[config.mk]
export PLATFORM = sky130hd
export DESIGN_NAME = icache_fill_fsm_flat
export DESIGN_NICKNAME = d
export VERILOG_FILES = /design/src/rtl/icache_fill_fsm_if.sv /design/src/rtl/icache_fill_fsm.sv /design/src/flat_wrapper.sv
export SDC_FILE = /design/constraint.sdc
export NUM_CORES = 1
export LEC_CHECK = 0
export CAP_MARGIN = 30
export CORE_ASPECT_RATIO = 2
export CORE_UTILIZATION = 40
export CTS_CLUSTER_DIAMETER = 80
export DETAILED_ROUTE_END_ITERATION = 7
export PLACE_DENSITY_LB_ADDON = 0.05
export SKIP_LAST_GASP = 1
export SLEW_MARGIN = 30
export SYNTH_ARGS = -nofsm -noshare
export SYNTH_HDL_FRONTEND = slang
export SYNTH_SLANG_ARGS = --single-unit
[constraint.sdc]
create_clock -name clk -period 2 [get_ports clk]
set_input_delay 0.4 -clock clk [delete_from_list [all_inputs] [get_ports clk]]
set_output_delay 0.4 -clock clk [all_outputs]
set_load 0.1 [all_outputs]
[src/rtl/icache_fill_fsm_if.sv]
// Bus between the instruction-cache fill controller, the fetch stage, main memory and the cache arrays.
// The slave modport is the controller's view; master is the surrounding system's view.
interface icache_fill_fsm_if #(
    parameter int WORDS_PER_BLOCK = 8
);
    localparam int WORD_IDX_W = $clog2(WORDS_PER_BLOCK);

    logic                  miss_detected;
    logic [15:0]           miss_address;
    logic                  fsm_busy;
    logic                  mem_read;
    logic [15:0]           memory_address;
    logic [15:0]           memory_data;
    logic                  memory_data_valid;
    logic                  write_data_array;
    logic [WORD_IDX_W-1:0] fill_word;
    logic [15:0]           fill_data;
    logic                  write_tag_array;

    modport slave (
        input  miss_detected, miss_address, memory_data, memory_data_valid,
        output fsm_busy, mem_read, memory_address,
        output write_data_array, fill_word, fill_data, write_tag_array
    );

    modport master (
        output miss_detected, miss_address, memory_data, memory_data_valid,
        input  fsm_busy, mem_read, memory_address,
        input  write_data_array, fill_word, fill_data, write_tag_array
    );
endinterface

[src/rtl/icache_fill_fsm.sv]
// Instruction-cache miss fill controller: issues one pipelined read per cycle for a whole block,
// writes each returned word into the data array and writes the tag together with the last word.
module icache_fill_fsm #(
    parameter int WORDS_PER_BLOCK = 8
) (
    input  logic              clk,
    input  logic              rst_n,
    icache_fill_fsm_if.slave  bus
);
    localparam int ADDR_W   = 16;
    localparam int IDX_W    = $clog2(WORDS_PER_BLOCK);
    localparam int ISSUE_W  = IDX_W + 1;
    localparam int OFS_W    = IDX_W + 1;

    localparam logic [ISSUE_W-1:0] ISSUE_LAST = ISSUE_W'(WORDS_PER_BLOCK - 1);
    localparam logic [IDX_W-1:0]   RECV_LAST  = IDX_W'(WORDS_PER_BLOCK - 1);
    localparam logic [ADDR_W-1:0]  OFS_MASK   = ADDR_W'(2 * WORDS_PER_BLOCK - 1);

    typedef enum logic [0:0] {
        IDLE,
        FILL
    } state_t;

    state_t              state_q;
    logic [ADDR_W-1:0]   base_q;
    logic [ISSUE_W-1:0]  issue_cnt_q;
    logic [IDX_W-1:0]    recv_cnt_q;
    logic                mem_read_q;
    logic [ADDR_W-1:0]   mem_addr_q;

    logic [ADDR_W-1:0]   base_d;
    logic [ISSUE_W-1:0]  issue_nxt;
    logic [ADDR_W-1:0]   next_ofs;

    assign base_d    = bus.miss_address & ~OFS_MASK;
    assign issue_nxt = issue_cnt_q + 1'b1;
    assign next_ofs  = ADDR_W'({issue_nxt, 1'b0});

    // The request address is registered: it is prepared one cycle ahead so it
    // lines up with mem_read_q, and it simply holds once the last read has gone out.
    // NOTE: every register here uses <= so all of them update from the same pre-edge values.
    always_ff @(posedge clk or negedge rst_n) begin
        if (!rst_n) begin
            state_q     <= IDLE;
            base_q      <= '0;
            issue_cnt_q <= '0;
            recv_cnt_q  <= '0;
            mem_read_q  <= 1'b0;
            mem_addr_q  <= '0;
        end else begin
            case (state_q)
                IDLE: begin
                    if (bus.miss_detected) begin
                        state_q     <= FILL;
                        base_q      <= base_d;
                        issue_cnt_q <= '0;
                        recv_cnt_q  <= '0;
                        mem_read_q  <= 1'b1;
                        mem_addr_q  <= base_d;
                    end
                end
                FILL: begin
                    if (mem_read_q) begin
                        issue_cnt_q <= issue_nxt;
                        if (issue_cnt_q == ISSUE_LAST) begin
                            mem_read_q <= 1'b0;
                        end else begin
                            mem_addr_q <= base_q + next_ofs;
                        end
                    end
                    // Receive side runs independently of issue; the last word ends the fill.
                    if (bus.memory_data_valid) begin
                        recv_cnt_q <= recv_cnt_q + 1'b1;
                        if (recv_cnt_q == RECV_LAST) begin
                            state_q    <= IDLE;
                            mem_read_q <= 1'b0;
                        end
                    end
                end
                default: state_q <= IDLE;
            endcase
        end
    end

    assign bus.fsm_busy       = (state_q == FILL);
    assign bus.mem_read       = mem_read_q;
    assign bus.memory_address = mem_addr_q;

    // Array writes follow memory_data_valid in the same cycle, so they stay combinational.
    // NOTE: each output gets a default before the if, so no path leaves it unassigned (no latch).
    always_comb begin
        bus.write_data_array = 1'b0;
        bus.fill_word        = '0;
        bus.fill_data        = '0;
        bus.write_tag_array  = 1'b0;
        if (state_q == FILL && bus.memory_data_valid) begin
            bus.write_data_array = 1'b1;
            bus.fill_word        = recv_cnt_q;
            bus.fill_data        = bus.memory_data;
            bus.write_tag_array  = (recv_cnt_q == RECV_LAST);
        end
    end

    a_tag_with_data: assert property (@(posedge clk) disable iff (!rst_n)
        bus.write_tag_array |-> bus.write_data_array);

    a_read_in_block: assert property (@(posedge clk) disable iff (!rst_n)
        bus.mem_read |-> (bus.memory_address[ADDR_W-1:OFS_W] == base_q[ADDR_W-1:OFS_W]));

endmodule

[src/flat_wrapper.sv]
// flat-port wrapper written by rule: the top's interface ports become plain ports
module icache_fill_fsm_flat 
#(
    parameter int WORDS_PER_BLOCK = 8
)
  (clk, rst_n, bus_miss_detected, bus_miss_address, bus_memory_data, bus_memory_data_valid, bus_fsm_busy, bus_mem_read, bus_memory_address, bus_write_data_array, bus_fill_word, bus_fill_data, bus_write_tag_array);
  icache_fill_fsm_if #(.WORDS_PER_BLOCK(WORDS_PER_BLOCK)) bus_i ();
  input  logic clk;
  input  logic rst_n;
  input wire logic [$bits(bus_i.miss_detected)-1:0] bus_miss_detected;
  input wire logic [$bits(bus_i.miss_address)-1:0] bus_miss_address;
  input wire logic [$bits(bus_i.memory_data)-1:0] bus_memory_data;
  input wire logic [$bits(bus_i.memory_data_valid)-1:0] bus_memory_data_valid;
  output wire logic [$bits(bus_i.fsm_busy)-1:0] bus_fsm_busy;
  output wire logic [$bits(bus_i.mem_read)-1:0] bus_mem_read;
  output wire logic [$bits(bus_i.memory_address)-1:0] bus_memory_address;
  output wire logic [$bits(bus_i.write_data_array)-1:0] bus_write_data_array;
  output wire logic [$bits(bus_i.fill_word)-1:0] bus_fill_word;
  output wire logic [$bits(bus_i.fill_data)-1:0] bus_fill_data;
  output wire logic [$bits(bus_i.write_tag_array)-1:0] bus_write_tag_array;
  assign bus_i.miss_detected = bus_miss_detected;
  assign bus_i.miss_address = bus_miss_address;
  assign bus_i.memory_data = bus_memory_data;
  assign bus_i.memory_data_valid = bus_memory_data_valid;
  assign bus_fsm_busy = bus_i.fsm_busy;
  assign bus_mem_read = bus_i.mem_read;
  assign bus_memory_address = bus_i.memory_address;
  assign bus_write_data_array = bus_i.write_data_array;
  assign bus_fill_word = bus_i.fill_word;
  assign bus_fill_data = bus_i.fill_data;
  assign bus_write_tag_array = bus_i.write_tag_array;
  icache_fill_fsm #(.WORDS_PER_BLOCK(WORDS_PER_BLOCK)) u_core (.clk(clk), .rst_n(rst_n), .bus(bus_i));
endmodule
* Word-level counts from Yosys, hierarchy flattened
Cells that the tools add are included.
** Word-level totals
- Input port bits :: 36
- Register bits after elaboration :: 37
- Output and inout bits :: 39
- Logic and storage cells :: 45
** Cells by class
- Equality and inequality tests :: 6
- Reduce and logical (&&, ||, !) cells :: 5
- Multiplexer cells :: 24
- Bitwise operators :: 1
- $add $sub $neg :: 3
** Operators by type and width (count)
- $mux 16 :: 4
- $pmux 16 s2 :: 1
- $add 16x5->16 :: 1
- $mux 1 :: 10
- $mux 3 :: 3
- $mux 4 :: 2
- $ne 2x2->1 const B :: 4
- $pmux 4 s2 :: 1
- $pmux 3 s2 :: 1
- $reduce_and 2->1 :: 3
- $add 4x1->4 const B :: 1
- $eq 4x3->1 const B :: 1
- $pmux 1 s2 :: 2
- $add 3x1->3 const B :: 1
- $eq 3x3->1 const B :: 1
- $reduce_and 3->1 :: 1
- $logic_and 1x1->1 :: 1
- $not 1->1 :: 1

* Longest topological paths before layout
Gate-level depths: netlist of the first run.
- Word-level depth :: 6
- Depth in mapped cells :: 8
- Gate-level depth less buffers :: 8

* Least setup slack after synthesis of the first run
OpenSTA, ideal clock, no wires.
- Path kind :: register -> output
- Start point :: reg u_core.state_q, in the netlist u_core.bus.fsm_busy
- End point :: out bus_write_tag_array
- Arrival time :: 3091 ps
- Path buffers :: 2
- Setup slack :: -1491 ps
- Data required time :: 1600 ps
- Cell stages (with the launch flop) :: 6
- Cells stage by stage :: dfrtp_1 -> buf_2 -> and2_1 -> clkbuf_1 -> nand2_1 -> inv_1
** Between the ends
- Word-level cells in the longest chain between the ends :: 2
** RTL lines
- start: declaration :: line icache_fill_fsm.sv:24 : state_t state_q;
- start signal: assignment :: line icache_fill_fsm.sv:44 : state_q <= IDLE;
- start signal: assignment :: line icache_fill_fsm.sv:54 : state_q <= FILL;
- start signal: assignment :: line icache_fill_fsm.sv:75 : state_q <= IDLE;
- $logic_and 1x1->1 :: line icache_fill_fsm.sv:96 : if (state_q == FILL && bus.memory_data_valid) begin
- $mux 1 :: line icache_fill_fsm.sv:96
- end: declaration :: line flat_wrapper.sv:20 : output wire logic [$bits(bus_i.write_tag_array)-1:0] bus_write_tag_array;
No other way between the ends.

* Worst setup path after layout of the first run
- Start point :: in bus_memory_data_valid
- End point :: out bus_fill_data[2]
** Between the ends
- Word-level cells in the longest chain between the ends :: 2
** RTL lines
- start: declaration :: line flat_wrapper.sv:13 : input wire logic [$bits(bus_i.memory_data_valid)-1:0] bus_memory_data_valid;
- $logic_and 1x1->1 :: line icache_fill_fsm.sv:96
- $mux 16 :: line icache_fill_fsm.sv:96
- end: declaration :: line flat_wrapper.sv:19 : output wire logic [$bits(bus_i.fill_data)-1:0] bus_fill_data;
No other way between the ends.

==> results of run 1 <==
==> layout make-up <==
cell class / count / area share, %
Clock buffer: 5 / 2.166
Clock inverter: 3 / 0.5908
Inverter: 9 / 1.182
Multi-Input combinational cell: 154 / 32.38
Sequential cell: 36 / 28.52
Tap cell: 55 / 2.166
Timing Repair Buffer: 91 / 33.01
==> Yosys cell counts, types with 4 or more instances <==
| cell type | number | area share (%) |
|---|---|---|
| xnor2_1 | 7 | 3.1 |
| mux2_2 | 10 | 5.8 |
| o21ai_0 | 8 | 2.0 |
| nand2b_1 | 4 | 1.3 |
| dfrtp_1 | 36 | 46 |
| xor2_1 | 5 | 2.2 |
| nor2_1 | 8 | 1.5 |
| and3_1 | 19 | 6.1 |
| ha_1 | 5 | 3.2 |
| nand2_1 | 44 | 8.4 |
| clkbuf_1 | 10 | 1.9 |
| o221ai_1 | 4 | 1.8 |
| nand3_1 | 8 | 2.0 |
| inv_1 | 9 | 1.7 |
| nand4_1 | 4 | 1.3 |
==> routing by layer <==
| metal | vias to the layer above | part of all wire (%) | GRT usage, % |
|---|---|---|---|
| met2 | 48 | 58 | 40.16 |
| li1 | 895 | - | - |
| met1 | 881 | 35 | 22.67 |
| met5 | - | 0 | 0 |
| met4 | 0 | 2.3 | 9.356 |
| met3 | 9 | 4.1 | 3.771 |
==> cell families (layout without fill, tap and decap cells) <==
| logic type | count (synthesis) | count (layout) | synth area share [%] |
|---|---|---|---|
| and+or+nand+nor | 100 | 100 | 25.66 |
| DFF | 36 | 36 | 46.07 |
| AOI/OAI and AO/OA | 26 | 26 | 8.958 |
| buffers and inverters | 23 | 108 | 4.798 |
| xor gates and xnor gates | 12 | 12 | 5.374 |
| muxes | 10 | 10 | 5.758 |
| adders and majority gates | 5 | 5 | 3.199 |
| other | 1 | 1 | 0.1918 |
==> registers in the layout, summed over array words and instances (netlist names) <==
register                   count
u_core.recv_cnt_q              3
u_core.base_q                 12
u_core.issue_cnt_q             4
u_core.bus.mem_read            1
u_core.bus.fsm_busy            1
u_core.bus.memory_address     15
==> metrics by stage <==
| stage | total power [W] | worst slack [ps] | setup TNS, ps | std cells | cell area, µm² |
|---|---|---|---|---|---|
| final | 0.005338 | 62.21 | 0 | 353 | 3177 |
| after global placement | 0.004762 | 20.61 | 0 | 345 | 3059 |
| after global routing | 0.005586 | -7.746 | -19.72 | 353 | 3177 |
| after CTS | 0.005336 | 15.16 | 0 | 353 | 3147 |
| after floorplan | 0.003793 | -107.0 | -1159 | 213 | 2016 |
| after detailed placement | 0.004812 | 37.76 | 0 | 345 | 3059 |
==> power groups by stage <==
stage / sequential, W / combinational, W / clock [W]
2_1_floorplan: 0.00240 / 0.00139 / 0
3_3_place_gp: 0.00139 / 0.00337 / 0
3_5_place_dp: 0.00140 / 0.00341 / 0
4_1_cts: 0.00139 / 0.00342 / 0.000528
5_1_grt: 0.00144 / 0.00359 / 0.000549
6_report: 0.00140 / 0.00342 / 0.000520
==> path summary, 6_finish.rpt <==
kind | end | cells past startpoint | slack, ps
setup / recovery | bus_fill_data[2] | 4 | 60
hold / removal | u_core.base_q[4] | 2 | 490
setup reg to reg | u_core.bus.memory_address[13] | 8 | 60
hold reg to reg | u_core.base_q[4] | 2 | 490
max in group asynchronous | u_core.bus.fsm_busy | 2 | 1130
min in group asynchronous | u_core.bus.memory_address[1] | 2 | 520
==> worst register-to-register path, cell delays in order, from the launching register on <==
cell,delay [ps]
dfrtp_1,370
nand3_2,100
xnor2_2,200
ha_2,220
buf_4,130
nand2_1,90
or4_1,430
a31oi_2,160
mux2_2,170
==> results.toml, run 1 <==
[cts]
clk_latency_ps = 300
hold_buffers = 0
clockBufferDepth = 2
cts_tree = "yes"
clk_pin_slew_ps = 70
numCtsBuffers = 5
cts.sink_count = 36
cts_resized = 0
post-cts-setup-buffer-count = 0
h-tree-depth = 2
cts_root_buf = "clkbuf_8"

[run_status]
status = "completed"

[power_and_ir_drop]
peakVddDrop_mv = 1.438
p_comb_share_pct = 64.0
power_density_mw_per_mm2 = 1680
clkPwrFrac_pct = 9.7
pwr-share-seq_pct = 26.2
switching_share_pct = 53.15
p_leak_nw = 1.448
power.internal_w = 0.002501
p_switching_w = 0.002837

[route]
drc = 0
drt_iter0_drc = 17
first_pass_iters = 4
drt_wl_total_um = 5337
wire_per_inst_um = 15.12
vias_per_cell = 5.193
vias = 1833
ant_nets = 0

[cells_and_area]
fin_util_pct = 68.44
layout_common_cells = "nand2_1 (43), buf_4 (37), dfrtp_1 (34), clkdlybuf4s50_1 (31), buf_12 (23)"
fill_cells = 401
drive_gt1_share_pct = 36.58
multiInputGateArea_mm2 = 0.001028
diodes = 0
syn_to_final_growth_pct = 62.44
layout.nets = 338
ff_latch_area_um2 = 905.9
layout_commonest_cell = "nand2_1"

[synth]
synth_seq_cells = 36
netlist_instances = 213
synth_edf_count = 0
yosys_warnings = 0
ys_seq_area_share_pct = 46.07
ys.flop_type = "dfrtp_1"
netlist_area_mm2 = 0.001956
synth.distinct_cells = 37
syn_area_per_cell_um2 = 9.181
synthArstFlopShare_pct = 100.0
synth_fp_nets = 254

[place]
detailed_place_hpwl_um = 4146
io_buffer_count = 69
place.gp.congestion = 0.8605

[floorplan]
io_pins = 75
start_util_pct = 42.13
die-area_mm2 = 0.005190
core_area_mm2 = 0.004642
die_x_um = 51.44
rows = 35
dieHeight_um = 100.9

[critical_path]
arrival_ps = 1540
crit-reg2reg-launch = "u_core.issue_cnt_q[0]"
timing.critical_path.from = "bus_memory_data_valid"
critPathKind = "in -> out"
path_cells = "clkdlybuf4s50_1 -> buf_4 -> and3_2 -> buf_12"
cp_slowest_stage_delay_ps = 560
path_buf_inv = 3
cp_max_fo = 9
worstSetupStartpointType = "input pin"
crit_family = "buffers and inverters"
cp_slowest_cell = "clkdlybuf4s50_1"
end_kind = "primary output"
crit_required_ps = 1600

[timing]
setup_violations = 0
hold_ws_ps = 493.4
finalHoldViolations = 0
worst_clock_skew_ps = 10.19
rsz0062_at_grt = "true"
period_minus_slack_ps = 1938
slew_viol_final = 0
max_clock_freq_mhz = 516.1
fin_crit_sh_pct = 96.89

[run]
cap_violations = 0

[min_path]
min-delay-start = "u_core.base_q[4]"
worstHoldPathType = "reg -> reg"

[global_route]
grt_pass1_vias = 1724
grt_util_all_layers_pct = 21.61
grt_max_degree = 37
grt_overflow_total = 0
grt_pass1_wl_um = 8293
antenna_found_initial = 0
Power figures use the tool's default switching activity.
==> run 2: changes to the inputs <==
- ABC_AREA: unset -> 1
- SETUP_SLACK_MARGIN: unset -> 0.02
==> results.toml, run 2 <==
[critical_path]
worstSetupStartpointType = "flop"
cp_slowest_stage_delay_ps = 580
cp_max_fo = 17
path_buf_inv = 3
critPathKind = "reg -> out"
crit_required_ps = 1600
crit_path_frequent_cell = "buf_12"
cp_slowest_cell = "dfrtp_4"
reg2reg_slack_ps = 140
crit_family = "flip-flops"
arrival_ps = 1510
path_cells = "nand2_2 -> buf_12 -> inv_1 -> buf_12"
end_kind = "primary output"

[route]
vias_per_cell = 4.905
drt_iter0_drc = 47
first_pass_iters = 4
drc = 0
vias = 1962
ant_nets = 0
drt_wl_total_um = 4990
wire_per_inst_um = 12.48

[synth]
synth.distinct_cells = 26
synthArstFlopShare_pct = 100.0
synth_area_leader_cell = "dfrtp_1"
yosys_warnings = 0
yosysMostFrequentCell = "nand2_1"
yosys.area_share.simple_pct = 28.13
synth_edf_count = 0
ys.flop_type = "dfrtp_1"
synth_adder_area_share_pct = 3.175
netlist_area_mm2 = 0.001971
syn_area_per_cell_um2 = 7.381
synth_xor_area_share_pct = 0.8889
synth_seq_cells = 36
netlist_instances = 267
synth_fp_nets = 308
synth_top_family_by_area = "simple AND/OR/NAND/NOR gates"
synthMuxAreaShare_pct = 1.714
synth_compound_area_share_pct = 9.968
synth_top_area_share_pct = 45.71
ys_top_cells_by_area = "dfrtp_1 (46%), nand2_1 (15%), inv_1 (7.6%), nor2_1 (6.9%), o21ai_0 (4.3%)"
synth_top_cells_by_count = "nand2_1 (77), inv_1 (40), dfrtp_1 (36), nor2_1 (36), o21ai_0 (17)"
ys_seq_area_share_pct = 45.71

[cts]
h-tree-depth = 2
numCtsBuffers = 5
cts.sink_count = 36
cts_root_buf = "clkbuf_8"
clockBufferDepth = 2
clk_pin_slew_ps = 80
cts_tree = "yes"
clk_latency_ps = 290
hold_buffers = 0

[power_and_ir_drop]
peakVddDrop_mv = 1.124
p_leak_nw = 1.602
power_density_mw_per_mm2 = 1616

[global_route]
grt_util_all_layers_pct = 20.90
antenna_found_initial = 0
grt_pass1_vias = 1888
grt_max_degree = 37
grt_pass1_wl_um = 8086
grt_overflow_total = 0

[cells_and_area]
drive_gt1_share_pct = 25.51
syn_to_final_growth_pct = 64.06
fill_cells = 382
largest_reg_flops = 15
multiInputGateArea_mm2 = 0.001031
layout.nets = 385
layout_commonest_cell = "nand2_1"
layoutNonFillerInstCount = 400
ff_latch_area_um2 = 904.6
layout_common_cells = "nand2_1 (75), inv_1 (40), dfrtp_1 (35), clkdlybuf4s50_1 (31), buf_12 (24)"
diodes = 0

[floorplan]
rows = 35
start_util_pct = 42.06
dieHeight_um = 101.3
core_area_mm2 = 0.004686
die-area_mm2 = 0.005228
io_pins = 75
die_x_um = 51.63

[timing]
finalHoldViolations = 0
max_clock_freq_mhz = 524.3
setup_violations = 0
worst_clock_skew_ps = 9.099
rsz0062_at_grt = "false"
slew_viol_final = 0
period_minus_slack_ps = 1907
fin_crit_sh_pct = 95.37
hold_ws_ps = 484.8

[place]
place.gp.congestion = 0.8069
io_buffer_count = 69
detailed_place_hpwl_um = 3810
placedCellCount = 391

[run]
cap_violations = 0

[run_status]
status = "completed"

[min_path]
worstHoldPathType = "reg -> reg"
==> run 2: worst paths after layout <==
check	endpoint	start	cells past startpoint
setup / recovery	bus_write_data_array	u_core.bus.fsm_busy	4
min in group asynchronous	u_core.bus.memory_address[6]	rst_n	2
hold / removal	u_core.bus.memory_address[14]	u_core.bus.memory_address[14]	2
setup reg to reg	u_core.bus.memory_address[10]	u_core.issue_cnt_q[2]	11
hold reg to reg	u_core.bus.memory_address[14]	u_core.bus.memory_address[14]	2
max in group asynchronous	u_core.bus.fsm_busy	rst_n	2
==> run 2: layout make-up <==
type	count	area share, %
Timing Repair Buffer	78	29.80
Tap cell	55	2.128
Multi-Input combinational cell	181	31.89
Clock inverter	2	1.084
Sequential cell	36	27.98
Inverter	42	4.876
Clock buffer	6	2.245
==> run 2: through the flow <==
stage / setup slack, ps / cell area, µm² / util [%] / setup TNS (ps) / total power, W
2_1_floorplan: -32.25 / 2123 / - / -36.80 / 0.003709
3_3_place_gp: 96.19 / 3103 / 66.22 / 0 / 0.004537
3_5_place_dp: 47.91 / 3103 / 66.22 / 0 / 0.004591
4_1_cts: 31.79 / 3211 / 68.52 / 0 / 0.005237
5_1_grt: 18.92 / 3233 / 69.00 / 0 / 0.005524
6_report: 92.63 / 3233 / 69.00 / 0 / 0.005225
==> run 2: cells by family (layout without fill, tap and decap cells) <==
group	after synthesis	in the layout
buffers and inverters	50	128
other	1	1
DFF	36	36
and+or+nand+nor	135	135
AOI/OAI and AO/OA	35	35
muxes	3	3
adders and majority gates	5	5
xor gates and xnor gates	2	2
==> run 2: power breakdown <==
part	internal, W	switching (W)
combinational	0.000935	0.00231
clock	0.000370	0.000269
sequential	0.00106	0.000281
==> run 2: per-layer routing <==
layer / part of all wire (%) / global-route usage, % / vias to the layer above / wire [µm]
met5: 0 / 0 / - / 0
met4: 3.2 / 10.40 / 0 / 159
met3: 5.5 / 4.354 / 10 / 273
met2: 56 / 40.46 / 61 / 2807
met1: 35 / 19.49 / 912 / 1750
li1: - / - / 979 / -
==> run 2: what timing repair did <==
item	CTS	global route
resized for setup	0	6
endpoints found under the setup margin	0	5
setup buffers	0	1
==> run 2: tightest hold or removal path: stages (launching register included) <==
cell,delay [ps]
dfrtp_1,350
nand2_1,50
nand2_1,50
==> run 3: changes to the inputs <==
- CTS_CLUSTER_SIZE: unset -> 40
==> results of run 3 <==
Final layout, timing and power as in run 2 (identical DEF).
